[config.mk]
export PLATFORM = sky130hd
export DESIGN_NAME = fetch_ctrl_flat
export DESIGN_NICKNAME = d
export VERILOG_FILES = /design/src/rtl/fetch_ctrl_if.sv /design/src/rtl/fetch_ctrl.sv /design/src/flat_wrapper.sv
export SDC_FILE = /design/constraint.sdc
export NUM_CORES = 1
export LEC_CHECK = 0
export CORE_ASPECT_RATIO = 1.5
export CORE_MARGIN = 4
export CORE_UTILIZATION = 38
export CTS_BUF_LIST = sky130_fd_sc_hd__clkbuf_16
export CTS_CLUSTER_DIAMETER = 120
export DETAILED_ROUTE_END_ITERATION = 8
export GPL_TIMING_DRIVEN = 0
export HOLD_SLACK_MARGIN = 0.03
export PLACE_DENSITY = 0.73
export SYNTH_ARGS = -nofsm -noshare
export SYNTH_HDL_FRONTEND = slang
export SYNTH_SLANG_ARGS = --single-unit
export TNS_END_PERCENT = 5
[constraint.sdc]
create_clock -name clk -period 3.1 [get_ports clk]
set_input_delay 0.62 -clock clk [delete_from_list [all_inputs] [get_ports clk]]
set_output_delay 0.62 -clock clk [all_outputs]
set_load 0.01 [all_outputs]
[src/rtl/fetch_ctrl_if.sv]
`default_nettype none
//==============================================================================
// Module      : fetch_ctrl_if
// Description : Handshake bundle between the fetch sequencer, instruction
//               memory and decode.
//               master : fetch side (drives requests, presents instructions)
//               slave  : memory/decode side
//               imem_req_valid/ready/addr  - fetch request channel
//               imem_rsp_valid/data        - read response channel
//               inst_valid/ready/data/pc   - instruction delivery channel
// Revision    : 1.0 - initial release
//==============================================================================
interface fetch_ctrl_if #(
    parameter int XLEN = 32
) ();
    logic            imem_req_valid;
    logic            imem_req_ready;
    logic [XLEN-1:0] imem_req_addr;
    logic            imem_rsp_valid;
    logic [XLEN-1:0] imem_rsp_data;
    logic            inst_valid;
    logic            inst_ready;
    logic [XLEN-1:0] inst_data;
    logic [XLEN-1:0] inst_pc;

    modport master (
        output imem_req_valid, imem_req_addr, inst_valid, inst_data, inst_pc,
        input  imem_req_ready, imem_rsp_valid, imem_rsp_data, inst_ready
    );

    modport slave (
        input  imem_req_valid, imem_req_addr, inst_valid, inst_data, inst_pc,
        output imem_req_ready, imem_rsp_valid, imem_rsp_data, inst_ready
    );
endinterface
`default_nettype wire

[src/rtl/fetch_ctrl.sv]
`default_nettype none
//==============================================================================
// Module      : fetch_ctrl
// Description : Instruction-fetch sequencer. Owns the PC, issues fetch
//               requests, captures the response and hands the instruction to
//               decode. Handles branch redirects, halt and a sticky fault.
// Ports       : clk, rst          - clock, asynchronous active-high reset
//               pc_out            - current program counter
//               bus (master)      - imem request/response + decode handshake
//               redirect_valid/pc - taken branch/jump target
//               halt              - stop at the next instruction boundary
//               fault             - sticky error flag (cleared only by rst)
// Options     : FETCH_TIMEOUT_EN  - watchdog on WAIT/DRAIN, faults after
//                                   MAX_WAIT cycles without a response
// Revision    : 1.0 - initial release
//==============================================================================
module fetch_ctrl #(
    parameter int              XLEN     = 32,
    parameter logic [XLEN-1:0] RESET_PC = '0,
    parameter int              MAX_WAIT = 15
) (
    input  logic            clk,
    input  logic            rst,
    output logic [XLEN-1:0] pc_out,
    fetch_ctrl_if.master    bus,
    input  logic            redirect_valid,
    input  logic [XLEN-1:0] redirect_pc,
    input  logic            halt,
    output logic            fault
);

    typedef enum logic [2:0] {
        S_IDLE    = 3'd0,
        S_FETCH   = 3'd1,
        S_WAIT    = 3'd2,
        S_DELIVER = 3'd3,
        S_DRAIN   = 3'd4,
        S_HALTED  = 3'd5,
        S_FAULT   = 3'd6
    } state_t;

    localparam logic [XLEN-1:0] c_pc_step = XLEN'(4);

    state_t          r_state;
    state_t          w_state_nxt;
    logic [XLEN-1:0] r_pc;
    logic [XLEN-1:0] w_pc_nxt;
    logic [XLEN-1:0] r_inst_data;
    logic [XLEN-1:0] r_inst_pc;
    logic            w_capture;
    logic            w_redir_ok;
    logic            w_redir_bad;
    logic            w_timeout;

    // A misaligned target is a fault, not a redirect; FAULT ignores both.
    assign w_redir_ok  = redirect_valid && (r_state != S_FAULT) && (redirect_pc[1:0] == 2'b00);
    assign w_redir_bad = redirect_valid && (r_state != S_FAULT) && (redirect_pc[1:0] != 2'b00);

`ifdef FETCH_TIMEOUT_EN
    localparam int c_cnt_w = $clog2(MAX_WAIT + 1);

    logic [c_cnt_w-1:0] r_wait_cnt;
    logic               w_in_mem;

    assign w_in_mem  = (r_state == S_WAIT) || (r_state == S_DRAIN);
    // The cycle that would bring the count to MAX_WAIT trips the fault.
    assign w_timeout = w_in_mem && !bus.imem_rsp_valid &&
                       (r_wait_cnt == c_cnt_w'(MAX_WAIT - 1));

    always_ff @(posedge clk or posedge rst) begin
        if (rst) begin
            r_wait_cnt <= '0;
        end else if ((w_state_nxt != r_state) &&
                     ((w_state_nxt == S_WAIT) || (w_state_nxt == S_DRAIN))) begin
            r_wait_cnt <= '0;
        end else if (w_in_mem && !bus.imem_rsp_valid) begin
            r_wait_cnt <= r_wait_cnt + c_cnt_w'(1);
        end
    end
`else
    logic w_unused_max_wait;

    assign w_unused_max_wait = (MAX_WAIT > 0);
    assign w_timeout         = 1'b0;
`endif

    always_comb begin
        w_state_nxt = r_state;
        w_pc_nxt    = r_pc;
        w_capture   = 1'b0;

        case (r_state)
            S_IDLE:    w_state_nxt = halt ? S_HALTED : S_FETCH;
            S_FETCH:   if (bus.imem_req_ready) w_state_nxt = S_WAIT;
            S_WAIT: begin
                if (bus.imem_rsp_valid) begin
                    w_capture   = 1'b1;
                    w_state_nxt = S_DELIVER;
                end
            end
            S_DELIVER: begin
                if (bus.inst_ready) begin
                    w_pc_nxt    = r_pc + c_pc_step;
                    w_state_nxt = halt ? S_HALTED : S_FETCH;
                end
            end
            S_HALTED:  if (!halt) w_state_nxt = S_FETCH;
            S_DRAIN:   if (bus.imem_rsp_valid) w_state_nxt = S_FETCH;
            S_FAULT:   w_state_nxt = S_FAULT;
            default:   w_state_nxt = S_FAULT;
        endcase

        // Redirect overrides normal flow. An accepted-but-unanswered request
        // must have its response swallowed in DRAIN before refetching.
        if (w_redir_ok) begin
            w_pc_nxt  = redirect_pc;
            w_capture = 1'b0;
            case (r_state)
                S_FETCH:   w_state_nxt = bus.imem_req_ready ? S_DRAIN : S_FETCH;
                S_WAIT:    w_state_nxt = bus.imem_rsp_valid ? S_FETCH : S_DRAIN;
                S_DELIVER: w_state_nxt = S_FETCH;
                default:   ;
            endcase
        end

        if (w_redir_bad || w_timeout) begin
            w_state_nxt = S_FAULT;
            w_pc_nxt    = r_pc;
            w_capture   = 1'b0;
        end
    end

    always_ff @(posedge clk or posedge rst) begin
        if (rst) begin
            r_state     <= S_IDLE;
            r_pc        <= RESET_PC;
            r_inst_data <= '0;
            r_inst_pc   <= '0;
        end else begin
            r_state <= w_state_nxt;
            r_pc    <= w_pc_nxt;
            if (w_capture) begin
                r_inst_data <= bus.imem_rsp_data;
                r_inst_pc   <= r_pc;
            end
        end
    end

    // All outputs come from registers or a decode of the state register.
    assign pc_out             = r_pc;
    assign bus.imem_req_valid = (r_state == S_FETCH);
    assign bus.imem_req_addr  = r_pc;
    assign bus.inst_valid     = (r_state == S_DELIVER);
    assign bus.inst_data      = r_inst_data;
    assign bus.inst_pc        = r_inst_pc;
    assign fault              = (r_state == S_FAULT);

endmodule
`default_nettype wire

[src/flat_wrapper.sv]
// flat-port wrapper written by rule: the top's interface ports become plain ports
module fetch_ctrl_flat 
#(
    parameter int              XLEN     = 32,
    parameter logic [XLEN-1:0] RESET_PC = '0,
    parameter int              MAX_WAIT = 15
)
  (clk, rst, pc_out, redirect_valid, redirect_pc, halt, fault, bus_imem_req_valid, bus_imem_req_addr, bus_inst_valid, bus_inst_data, bus_inst_pc, bus_imem_req_ready, bus_imem_rsp_valid, bus_imem_rsp_data, bus_inst_ready);
  fetch_ctrl_if #(.XLEN(XLEN)) bus_i ();
  input  logic clk;
  input  logic rst;
  output logic [XLEN-1:0] pc_out;
  input  logic redirect_valid;
  input  logic [XLEN-1:0] redirect_pc;
  input  logic halt;
  output logic fault;
  output wire logic [$bits(bus_i.imem_req_valid)-1:0] bus_imem_req_valid;
  output wire logic [$bits(bus_i.imem_req_addr)-1:0] bus_imem_req_addr;
  output wire logic [$bits(bus_i.inst_valid)-1:0] bus_inst_valid;
  output wire logic [$bits(bus_i.inst_data)-1:0] bus_inst_data;
  output wire logic [$bits(bus_i.inst_pc)-1:0] bus_inst_pc;
  input wire logic [$bits(bus_i.imem_req_ready)-1:0] bus_imem_req_ready;
  input wire logic [$bits(bus_i.imem_rsp_valid)-1:0] bus_imem_rsp_valid;
  input wire logic [$bits(bus_i.imem_rsp_data)-1:0] bus_imem_rsp_data;
  input wire logic [$bits(bus_i.inst_ready)-1:0] bus_inst_ready;
  assign bus_imem_req_valid = bus_i.imem_req_valid;
  assign bus_imem_req_addr = bus_i.imem_req_addr;
  assign bus_inst_valid = bus_i.inst_valid;
  assign bus_inst_data = bus_i.inst_data;
  assign bus_inst_pc = bus_i.inst_pc;
  assign bus_i.imem_req_ready = bus_imem_req_ready;
  assign bus_i.imem_rsp_valid = bus_imem_rsp_valid;
  assign bus_i.imem_rsp_data = bus_imem_rsp_data;
  assign bus_i.inst_ready = bus_inst_ready;
  fetch_ctrl #(.XLEN(XLEN), .RESET_PC(RESET_PC), .MAX_WAIT(MAX_WAIT)) u_core (.clk(clk), .rst(rst), .pc_out(pc_out), .bus(bus_i), .redirect_valid(redirect_valid), .redirect_pc(redirect_pc), .halt(halt), .fault(fault));
endmodule
== Word-level counts from Yosys, hierarchy flattened ==
Cells that the tools add are included.

* Add/sub/neg operators: 1
* Eq/ne operators: 7
* Multiplexer cells: 19
* Bitwise operators: 1
* Reduce and logical (&&, ||, !) cells: 9

{| class="wikitable"
|+ Operators with widths
! cell !! count
|-
| 32-bit two-way mux || 3
|-
| 32-bit by 3-bit adder with 32-bit output (second input constant) || 1
|-
| 3-bit two-way mux || 10
|-
| 3-bit case mux with 6 select lines || 1
|-
| 3-bit equality test (second input constant) || 3
|-
| 3-bit case mux with 3 select lines || 1
|-
| 3-bit by 2-bit equality test with 1-bit output (second input constant) || 2
|-
| 2-bit nonzero test || 3
|-
| 1-bit two-way mux || 4
|-
| 3-bit by 1-bit equality test with 1-bit output (second input constant) || 1
|-
| 1-bit logical AND || 3
|-
| 3-bit zero test || 1
|-
| 3-bit != test (second input constant) || 1
|-
| 3-bit AND reduction || 1
|-
| 2-bit zero test || 1
|-
| 1-bit inverter || 1
|}

* Flip-flop bits (word level): 99
* Output and inout bits: 131

== Logic depth before layout (Yosys ltp) ==
* Depth in word-level cells: 6
* Mapped depth: 7
* Depth with buffers taken out: 6

== Worst setup path before layout ==
OpenSTA, ideal clock, no wires.

* Kind: input -> register
* Start: input port redirect_valid
* End: register u_core.r_inst_data[0] (netlist: u_core.bus.inst_data[0])
* Library setup time: 125 ps
* Arrival: 1,931 ps
* Required time: 2,975 ps
* Slack: 1,045 ps
* Cell stages on the path: 6
* Path buffers: 3
* Cell sequence: clkbuf_1 -> nor4b_1 -> nand2_1 -> clkbuf_1 -> buf_2 -> mux2_2

* Word-level cells in the longest chain between the ends: 4

{| class="wikitable"
|+ Ends and longest elaborated chain
! item !! line !! text
|-
| from (decl) || flat_wrapper.sv:13 || <nowiki>input logic redirect_valid;</nowiki>
|-
| 1-bit logical AND * || fetch_ctrl.sv:56, fetch_ctrl.sv:57 ||
|-
| 1-bit logical AND || fetch_ctrl.sv:56 || <nowiki>assign w_redir_ok = redirect_valid && (r_state != S_FAULT) && (redirect_pc[1:0] == 2'b00);</nowiki>
|-
| 1-bit two-way mux || fetch_ctrl.sv:115 || <nowiki>if (w_redir_ok) begin</nowiki>
|-
| 1-bit two-way mux * || fetch_ctrl.sv:126 || <nowiki>if (w_redir_bad || w_timeout) begin</nowiki>
|-
| to (signal assigned) || fetch_ctrl.sv:143 || <nowiki>r_inst_data <= bus.imem_rsp_data;</nowiki>
|-
| to (decl) || fetch_ctrl.sv:48 || <nowiki>logic [XLEN-1:0] r_inst_data;</nowiki>
|}

Every way passes the cells marked *; elsewhere a longest branch is shown, timed or not.
A chain may end at the register's enable or synchronous reset.

== Worst setup path in the final report ==
* Start: input port redirect_valid
* End: register u_core.r_inst_data[1] (netlist: u_core.bus.inst_data[1])

Same word-level chain as after synthesis.

==> results by group <==
Outcome
  – Status: finished, final reports clean

Die
  – Die width: 98.4 um
  – Initial Utilization: 38.7%
  – I/O Pins: 202
  – Die area: 0.0141 mm^2
  – Core area: 0.0120 mm^2
  – # rows: 49
  – Die height: 144 um

Worst setup path
  – Worst setup SP type: input pin
  – Worst Path Required: 3.33 ns
  – Worst Path Arrival: 2.87 ns
  – Critical path endpoint category: flop
  – Crit-path max FO: 10
  – WS Path Type: in -> reg

Logic synthesis
  – Top FF cell, synth: dfrtp_1
  – Syn Area/Cell: 11.5 um^2
  – Syn nets: 477
  – Post-synth top area cell: dfrtp_1
  – Top post-synthesis cells by area: dfrtp_1, mux2_2, buf_4
  – Synth Cell Area: 0.00466 mm^2
  – Sequential-to-total area share from yosys stat: 53.2%
  – Yosys warns: 0
  – Post-synth top area share: 53.2%
  – Synth Instances: 405
  – Yosys reg bits: 99
  – Share of flip-flops with an asynchronous set or reset: 100%
  – EDFF count, synth: 0
  – Distinct cells, synth: 39

Clock network
  – Worst-path clk slew: 0.07 ns
  – CTS resizes: 0
  – Cts hold-fix bufs: 0
  – TritonCTS Buffers: 9
  – Root Buffer: clkbuf_16
  – Max clock buf depth: 2
  – Worst-Skew Late Latency: 0.35 ns
  – Post-CTS setup buffers: 0
  – H-Tree Depth: 3
  – CTS Sinks: 99
  – TritonCTS clock tree: built

Power and ir drop
  – Power Dens Cells: 931 mW/mm^2
  – Final Power: 6700 uW
  – Leakage: 0.00301 uW
  – VDD IR-drop max: 0.455 mV

STA
  – Final setup violating endpoints: 0
  – Endpoints failing hold: 0
  – Final setup margin: 0.459 ns
  – Final min period: 2.64 ns
  – Relative slew slack: 54.5%
  – Maximum clock rate: 379 MHz
  – RSZ-0062 raised after global routing: no
  – Final Skew: 0.00576 ns
  – Slew Viols, Final: 0
  – Setup TNS: 0 ns
  – Fin crit share: 85.2%
  – Worst Max-Slew Pin Slew: 0.677 ns

Detailed routing
  – WL final: 13.2 mm
  – Antenna Nets Post-Route: 0
  – Average wire per standard cell: 17.0 um
  – Initial drt markers: 70
  – Via count: 3777
  – Drt pass-1 iters: 4
  – Via-to-Cell Ratio: 4.86
  – DRC violations left: 0

Global routing
  – Pin count of the biggest net entering global routing: 43
  – Initial antenna violation count: 0
  – Vias in the first global route: 4059
  – Tot GR Track Use: 19.0%
  – Gr ovfl total: 0
  – First-pass GRT wire length: 21.3 mm

Layout
  – Layout net count: 691
  – Leading cell type in the layout, fill and taps excluded: clkdlybuf4s50_1
  – Ant diodes: 0
  – Most frequent cells in the layout: clkdlybuf4s50_1, dfrtp_1, mux2_2, nand2_1, buf_4
  – Final Core Density: 59.9%
  – Area grow syn2layout: 54.6%
  – Layout cells sized above 1: 20.0%

Place
  – Hpwl dp: 10.3 mm
  – Place WS: 0.0335 ns
  – RD Place Congestion: 0.811
  – # port buffers: 201

Job
  – Max-cap violations: 0

Worst hold path
  – Min-Delay Path Class: reg -> reg
==> per-layer routing <==
| metal | part of all wire [%] | vias up | global-route usage [%] |
|---|---|---|---|
| li1 | - | 1796 | - |
| met1 | 36 | 1820 | 20.8 |
| met2 | 56 | 142 | 35.5 |
| met3 | 6.3 | 19 | 4.95 |
| met4 | 1.7 | 0 | 6.12 |
| met5 | 0 | - | 0 |
==> worst max-delay path, stage by stage <==
cell and delay, ns:
clkdlybuf4s50_1 0.47, clkbuf_1 0.36, nor4b_1 0.10, nand2_1 0.13
clkbuf_1 0.46, buf_2 0.35, mux2_2 0.37
==> path summary, 6_finish.rpt <==
check | to | start | depth (start not counted) | slack, ns
hold reg to reg | u_core.bus.inst_pc[23]$_DFFE_PP0P_ | u_core.bus.inst_pc[23]$_DFFE_PP0P_ | 2 | 0.48
max in group asynchronous | u_core.bus.imem_req_addr[1]$_DFFE_PP0P_ | rst | 4 | 1.59
setup / recovery | u_core.bus.inst_data[1]$_DFFE_PP0P_ | redirect_valid | 7 | 0.46
setup reg to reg | u_core.bus.imem_req_addr[30]$_DFFE_PP0P_ | u_core.bus.imem_req_addr[2]$_DFFE_PP0P_ | 7 | 0.86
min in group asynchronous | u_core.bus.inst_data[23]$_DFFE_PP0P_ | rst | 2 | 0.67
hold / removal | u_core.bus.inst_pc[23]$_DFFE_PP0P_ | u_core.bus.inst_pc[23]$_DFFE_PP0P_ | 2 | 0.48
==> layout make-up <==
type	instances	area [um^2]
clock buffer	9	225
clock inverter	7	67.6
inverter	5	22.5
fill	1028	4820
timing repair buffer	203	2050
buffer	51	332
multi-input combinational	250	1830
tap	153	191
sequential	99	2480
==> report_power, final <==
group | total (uW) | internal (uW) | switching [uW] | leakage, uW
logic | 3150 | 2030 | 1120 | 0.00161
clock network | 1110 | 623 | 491 | 0.000145
registers | 2430 | 1860 | 566 | 0.00125
==> registers in the layout, indices dropped and copies added (netlist names) <==
signal / cells
u_core.bus.imem_req_addr: 32
u_core.bus.inst_data: 32
u_core.bus.inst_pc: 32
u_core.r_state: 3
==> cell usage after synthesis, types with 2 or more instances <==
master,n
a21oi_1,7
and2_1,5
and3_1,5
and4_1,6
buf_2,4
buf_4,34
clkbuf_1,11
dfrtp_1,99
inv_1,5
mux2_2,62
mux2i_1,2
nand2_1,41
nand3_1,14
nand3b_1,2
nand4_1,6
nor2_1,13
nor2b_1,3
nor3_1,6
nor3_2,4
nor4_1,3
o21ai_0,26
o21ai_1,4
xnor2_1,15
xor2_1,13
==> cells by family after synthesis <==
| logic type | after synthesis | share of synthesized area (%) |
|---|---|---|
| AOI/OAI and AO/OA | 42 | 4.73 |
| adders and majority gates | 1 | 0.269 |
| and+or+nand+nor | 115 | 13.6 |
| buffers and inverters | 56 | 7.52 |
| xor gates and xnor gates | 28 | 5.27 |
| muxes | 64 | 15.4 |
| DFF | 99 | 53.2 |
==> stage by stage <==
step,instance area (um^2),std cells,hold WS [ns]
after floorplan,4660,405,0.515
after global placement,6860,759,0.468
after detailed placement,6900,761,0.474
after CTS,7200,777,0.488
after global routing,7200,777,0.507
final,7200,777,0.483
(Power assumes the default switching activity.)
==> RTL edit 1 (same flow settings) <==
Re-encode `state_t` (7 states) as one-hot, 7 bits wide.
--- a/src/rtl/fetch_ctrl.sv
+++ b/src/rtl/fetch_ctrl.sv
@@ -29,14 +29,14 @@
     output logic            fault
 );
 
-    typedef enum logic [2:0] {
-        S_IDLE    = 3'd0,
-        S_FETCH   = 3'd1,
-        S_WAIT    = 3'd2,
-        S_DELIVER = 3'd3,
-        S_DRAIN   = 3'd4,
-        S_HALTED  = 3'd5,
-        S_FAULT   = 3'd6
+    typedef enum logic [6:0] {
+        S_IDLE    = 7'b0000001,
+        S_FETCH   = 7'b0000010,
+        S_WAIT    = 7'b0000100,
+        S_DELIVER = 7'b0001000,
+        S_DRAIN   = 7'b0010000,
+        S_HALTED  = 7'b0100000,
+        S_FAULT   = 7'b1000000
     } state_t;
 
     localparam logic [XLEN-1:0] c_pc_step = XLEN'(4);
Check against the original RTL: no difference found for any inputs over 10 cycles, from zero or initial values and one cycle with rst high; not proved beyond that.
==> RTL edit 1 against the original RTL <==
Final area is 8.2% higher; routed wire length grew 17%; count of clock-buffer cells in the layout unchanged; synthesized cell count is 9.9% higher; clock skew is 0.0012 ns higher; sequential cell count increased by 4; area after synthesis is 12% higher; maximum frequency decreased by 9.5%; worst setup slack worse by 0.28 ns.
Power is not compared: it rests on default switching activity, and its combinational part moved more than twofold at a synthesized area within 25%.
==> RTL edit 1: results (changes against the original RTL) <==
Status
  • Status: completed

Clocking
  • H-tree depth: 3 (unchanged)
  • CTS Buf Count: 9 (unchanged)
  • CTS max path bufs: 2 (unchanged)
  • CTS Root Cell: clkbuf_16
  • CTS resizes: 0 (unchanged)
  • Clock-pin slew of the registers on the worst-case setup and hold paths: 0.07 ns (about the same)
  • Setup Fix Bufs, Post-CTS: 0 (unchanged)
  • Worst-Skew Late Latency: 0.35 ns (about the same)

Routing
  • DRT met1 WL: 5770 um (+20%)
  • DRT iter0 DRCs: 199 (+180%)
  • Met3 wire length: 884 um (+5.6%)
  • Drt wl/cell: 18.8 um (+10%)
  • Met2 WL: 8540 um (+16%)
  • Drt pass-1 iters: 4 (unchanged)
  • Vias: 4217 (+12%)

STA
  • Final clock skew: 0.00692 ns (+0.00116 ns)
  • Worst-margin pin slew: 0.970 ns (+0.293 ns)

Synthesis
  • Yosys Warn Count: 0 (unchanged)
  • Distinct cells, synth: 44 (+13%)
  • Largest cells by area after synthesis: dfrtp_1, mux2_4, buf_4, xor2_1, nand2_1
  • Seq/Total Area, Yosys: 0.493 (-0.0387)
  • Most common library cells after synthesis: dfrtp_1, mux2_4, nand2_1
  • Post-synthesis async set-or-reset flop share: 1.00 (unchanged)
  • Syn_nets: 517 (+8.4%)

Critical path
  • Critical path's slowest cell: nor4_1
  • Critical Path AT: 2.30 ns (-0.57 ns)
  • FF-to-FF setup slack: 0.57 ns (-0.29 ns)
  • Beginning of the worst register-to-register path: u_core.bus.imem_req_addr[2]$_DFFE_PP0P_
  • R2R Path End: u_core.bus.imem_req_addr[26]$_DFFE_PP0P_
  • Reg2Reg Depth: 7 (unchanged)
  • Worst path max stage delay: 0.62 ns (+0.15 ns)
  • Worst-path fanout max: 7 (-3)

Power
  • Leakage power: 3.52 nW
  • Maximum VDD drop: 257 uV

Hold path
  • Hold-critical path depth: 1 (-1)
  • Hold Crit Start: u_core.bus.inst_data[7]$_DFFE_PP0P_
  • Min-delay worst type: reg -> reg
  • Worst Hold Path EP: u_core.bus.inst_data[7]$_DFFE_PP0P_

Layout
  • Number of inserted diodes: 0 (unchanged)
  • Fraction of layout cells with a size suffix above 1: 0.200 (about the same)
  • # nets final: 731 (+5.8%)

Place
  • Placer congestion estimate: 0.839 (+3.5%)
  • Port bufs: 201 (unchanged)
  • Detail Placement HPWL: 12000 um (+17%)

GRT
  • GRT Util Overall: 0.197 (+0.00681)
  • Pin count of the biggest net entering global routing: 41 (-4.7%)
  • Number of global-route vias before repair: 4521 (+11%)
  • Initial antenna violation count: 0 (unchanged)
  • First-pass GRT wire length: 24400 um (+15%)
## RTL edit 1: cell count changes after synthesis, sizes merged, moves of 5 or more
cell   change
o21ai      -8
a31oi      +5
nor2      +14
a21oi      +5
xnor2      -5
xor2       +5
nand4     +13
nand2      -8
## RTL edit 1: final cells by class
class,instances,area [sq um]
buffer,54,375
clock buffer,9,225
clock inverter,7,72.6
fill,1156,5690
inverter,7,30.0
multi-input combinational,281,2250
sequential,103,2580
tap,162,203
timing repair buffer,203,2050
## RTL edit 1: through the flow
stage	std cells	hold WS, ns	power, W	setup slack (ns)	area (sq um)
after global routing	826	0.525	0.00370	0.137	7780
final	826	0.508	0.00352	0.182	7780
after detailed placement	810	0.492	0.00241	0.132	7480
after floorplan	445	0.550	0.00190	0.979	5230
after global placement	808	0.488	0.00239	0.169	7440
after CTS	826	0.511	0.00356	0.186	7780
## RTL edit 1: cells by family after synthesis
logic type,share of synthesized area
compound gates,0.0555
xor+xnor,0.0469
fa+ha+maj,0.00239
buf+inv,0.0769
flops,0.493
mux,0.183
other cells,0.000718
simple gates,0.141
## RTL edit 1: worst max-delay path, delay by kind of cell, from the launching register on
kind                   cells  cell delay, ns
buffers and inverters      3            0.78
DFF                        1            0.36
and+or+nand+nor            2            0.81
## RTL edit 1: metal layers
metal	vias up	global-route usage
met5	-	0
met4	0	0.0699
met3	25	0.0509
met2	158	0.371
met1	2076	0.214
li1	1958	-
## RTL edit 1: power by group
| group | switching [W] | leakage, nW | internal, W |
|---|---|---|---|
| combinational | 0.000283 | 1.99 | 0.000507 |
| clock | 0.000508 | 0.153 | 0.000629 |
| sequential | 0.000171 | 1.37 | 0.00142 |
## RTL edit 1: how the worst max path moves through the flow
stage,start,endpoint,cells past startpoint
final,u_core.r_state[5]$_DFF_PP0_,bus_imem_req_valid,5
after global routing,u_core.r_state[5]$_DFF_PP0_,bus_imem_req_valid,5
after CTS,u_core.r_state[5]$_DFF_PP0_,bus_imem_req_valid,5
after detailed placement,bus_inst_ready,u_core.bus.imem_req_addr[17]$_DFFE_PP0P_,6
after global placement,rst,u_core.bus.inst_pc[18]$_DFFE_PP0P_,2
after floorplan,u_core.bus.imem_req_addr[2]$_DFFE_PP0P_,u_core.bus.imem_req_addr[26]$_DFFE_PP0P_,7
==> RTL edit 2 (same flow settings) <==
Made on the original files. `XLEN` is set to 32 in 3 places; all go to 64.
--- a/src/rtl/fetch_ctrl_if.sv
+++ b/src/rtl/fetch_ctrl_if.sv
@@ -11,7 +11,7 @@
 // Revision    : 1.0 - initial release
 //==============================================================================
 interface fetch_ctrl_if #(
-    parameter int XLEN = 32
+    parameter int XLEN = 64
 ) ();
     logic            imem_req_valid;
     logic            imem_req_ready;
--- a/src/rtl/fetch_ctrl.sv
+++ b/src/rtl/fetch_ctrl.sv
@@ -15,7 +15,7 @@
 // Revision    : 1.0 - initial release
 //==============================================================================
 module fetch_ctrl #(
-    parameter int              XLEN     = 32,
+    parameter int              XLEN     = 64,
     parameter logic [XLEN-1:0] RESET_PC = '0,
     parameter int              MAX_WAIT = 15
 ) (
--- a/src/flat_wrapper.sv
+++ b/src/flat_wrapper.sv
@@ -1,7 +1,7 @@
 // flat-port wrapper written by rule: the top's interface ports become plain ports
 module fetch_ctrl_flat 
 #(
-    parameter int              XLEN     = 32,
+    parameter int              XLEN     = 64,
     parameter logic [XLEN-1:0] RESET_PC = '0,
     parameter int              MAX_WAIT = 15
 )
Ports: changed (6 resized); port bits go from 202 to 394. The function was not compared with the original's and may differ.
==> RTL edit 2 against the original RTL <==
Worst setup slack worse by 0.33 ns; routed wire length increased to 2.5 times the old value; via count up 120%; die area rose by 94%; synthesized cell count rose by 110%; area after synthesis is 100% higher; sequential cell count rose by 96; final area grew 100%; count of clock-buffer cells in the layout grew 8; total power grew 55%; critical path type unchanged; critical endpoint is now u_core.bus.imem_req_addr[49]$_DFFE_PP0P_.
==> RTL edit 2: results (changes against the original RTL) <==
Power
  • Tot Pwr: 0.0104 W (+55%)
  • Maximum VDD drop: 413 uV (-9.3%)
  • Leakage power: 6.17 nW (+110%)

Routing
  • Post-Route WL: 33600 um (+150%)
  • Via density: 5.27 (+8.3%)
  • Drt pass-1 iters: 5 (+1)
  • DRT iter0 DRCs: 566 (+710%)

Critical path
  • Critical Path AT: 3.25 ns (+0.38 ns)
  • Worst path max stage delay: 0.71 ns (+0.24 ns)
  • FF-to-FF setup slack: 0.18 ns (-0.68 ns)
  • Critical path's slowest cell: or4_1
  • R2R Path End: u_core.bus.imem_req_addr[49]$_DFFE_PP0P_
  • Beginning of the worst register-to-register path: u_core.bus.imem_req_addr[46]$_DFFE_PP0P_

Clocking
  • Worst-Skew Late Latency: 0.44 ns (+0.09 ns)
  • CTS Buf Count: 17 (+8)
  • H-tree depth: 4 (+1)

STA
  • Worst-margin pin slew: 0.979 ns (+0.302 ns)
  • Final clock skew: 0.0120 ns (+0.00622 ns)

Hold path
  • Min-delay worst type: in -> async

Place
  • Placer congestion estimate: 0.869 (+7.2%)
  • Detail Placement HPWL: 26100 um (+150%)
  • Placed Area: 13900 sq um (+100%)

Synthesis
  • Largest cells by area after synthesis: dfrtp_1, mux2_2, buf_4, nand2_1, nand4_1
  • Most common library cells after synthesis: dfrtp_1, mux2_2, nand2_1
  • Avg Cell Area, Syn: 11.0 sq um (-4.0%)
  • Seq/Total Area, Yosys: 0.518 (-0.0143)
  • Distinct cells, synth: 57 (+46%)
  • Syn_nets: 990 (+110%)

Layout
  • Final std cells w/o fill: 1610 (+110%)
  • Fillers: 2070 (+100%)
  • # nets final: 1408 (+100%)
  • Fraction of layout cells with a size suffix above 1: 0.193 (-0.00717)

GRT
  • Initial antenna violation count: 2 (+2)
  • First-pass GRT wire length: 50700 um (+140%)
  • Number of global-route vias before repair: 8579 (+110%)
  • Pin count of the biggest net entering global routing: 39 (-9.3%)
  • GRT Util Overall: 0.244 (+0.0540)

Status
  • Status: completed
RTL edit 2: worst max-delay path by stage:
stage          depth (start not counted)  slack (ns)                                  endpoint           start
6_report                               7        0.13  u_core.bus.imem_req_addr[49]$_DFFE_PP0P_  redirect_valid
3_5_place_dp                           8       -0.87  u_core.bus.imem_req_addr[45]$_DFFE_PP0P_  redirect_valid
5_1_grt                                7       0.005  u_core.bus.imem_req_addr[49]$_DFFE_PP0P_  redirect_valid
3_3_place_gp                           2       -1.76        u_core.bus.inst_pc[48]$_DFFE_PP0P_             rst
2_1_floorplan                          1       -0.04   u_core.bus.imem_req_addr[0]$_DFFE_PP0P_             rst
4_1_cts                                7        0.01  u_core.bus.imem_req_addr[49]$_DFFE_PP0P_  redirect_valid
RTL edit 2: through the flow:
| step | worst slack [ns] | utilization |
|---|---|---|
| finish | 0.128 | 0.592 |
| global route | 0.00520 | 0.592 |
| CTS | 0.0146 | 0.591 |
| detailed placement | -0.869 | 0.568 |
| global placement | -1.76 | 0.563 |
| floorplan | -0.0384 | - |
RTL edit 2: cells by family (layout without fill, tap and decap cells):
kind of cell | Yosys count | count (layout) | share of synthesized area
muxes | 129 | 129 | 0.153
and+or+nand+nor | 285 | 285 | 0.163
AOI/OAI and AO/OA | 96 | 96 | 0.0657
xor gates and xnor gates | 25 | 25 | 0.0232
DFF | 195 | 195 | 0.518
buffers and inverters | 123 | 553 | 0.0759
adders and majority gates | 1 | 1 | 0.00133
other | 0 | 2 | 0
RTL edit 2: layout make-up:
| type | instances | share of cell area |
|---|---|---|
| Multi-Input combinational cell | 536 | 0.267 |
| Timing Repair Buffer | 399 | 0.280 |
| Clock inverter | 14 | 0.00804 |
| Clock buffer | 17 | 0.0294 |
| Tap cell | 324 | 0.0280 |
| Inverter | 9 | 0.00259 |
| Sequential cell | 195 | 0.337 |
| Buffer | 114 | 0.0478 |
| Antenna cell | 2 | 0.000346 |
RTL edit 2: report_power, final:
part	switching, W	internal [W]	total (W)
clock network	0.000998	0.00110	0.00210
logic	0.00158	0.00265	0.00423
registers	0.000935	0.00314	0.00408
RTL edit 2: layer usage:
layer | global-route usage | vias up | part of all wire
met5 | 0 | - | 0
met4 | 0.105 | 0 | 0.041
met3 | 0.0567 | 87 | 0.070
met2 | 0.428 | 384 | 0.53
met1 | 0.279 | 4124 | 0.36
li1 | - | 3882 | -
RTL edit 2: repair_timing:
item | 4_1_cts | 5_1_grt
hold endpoints to repair | 0 | 0
endpoints found under the setup margin | 67 | 38
resized for setup | 7 | 8
setup buffers | 0 | 0
RTL edit 2: critical path, delay by kind of cell:
kind                   cells  cell delay (ns)
buffers and inverters      2             0.82
AND/OR/NAND/NOR            3             1.36
AO/OA/AOI/OAI              2             0.44
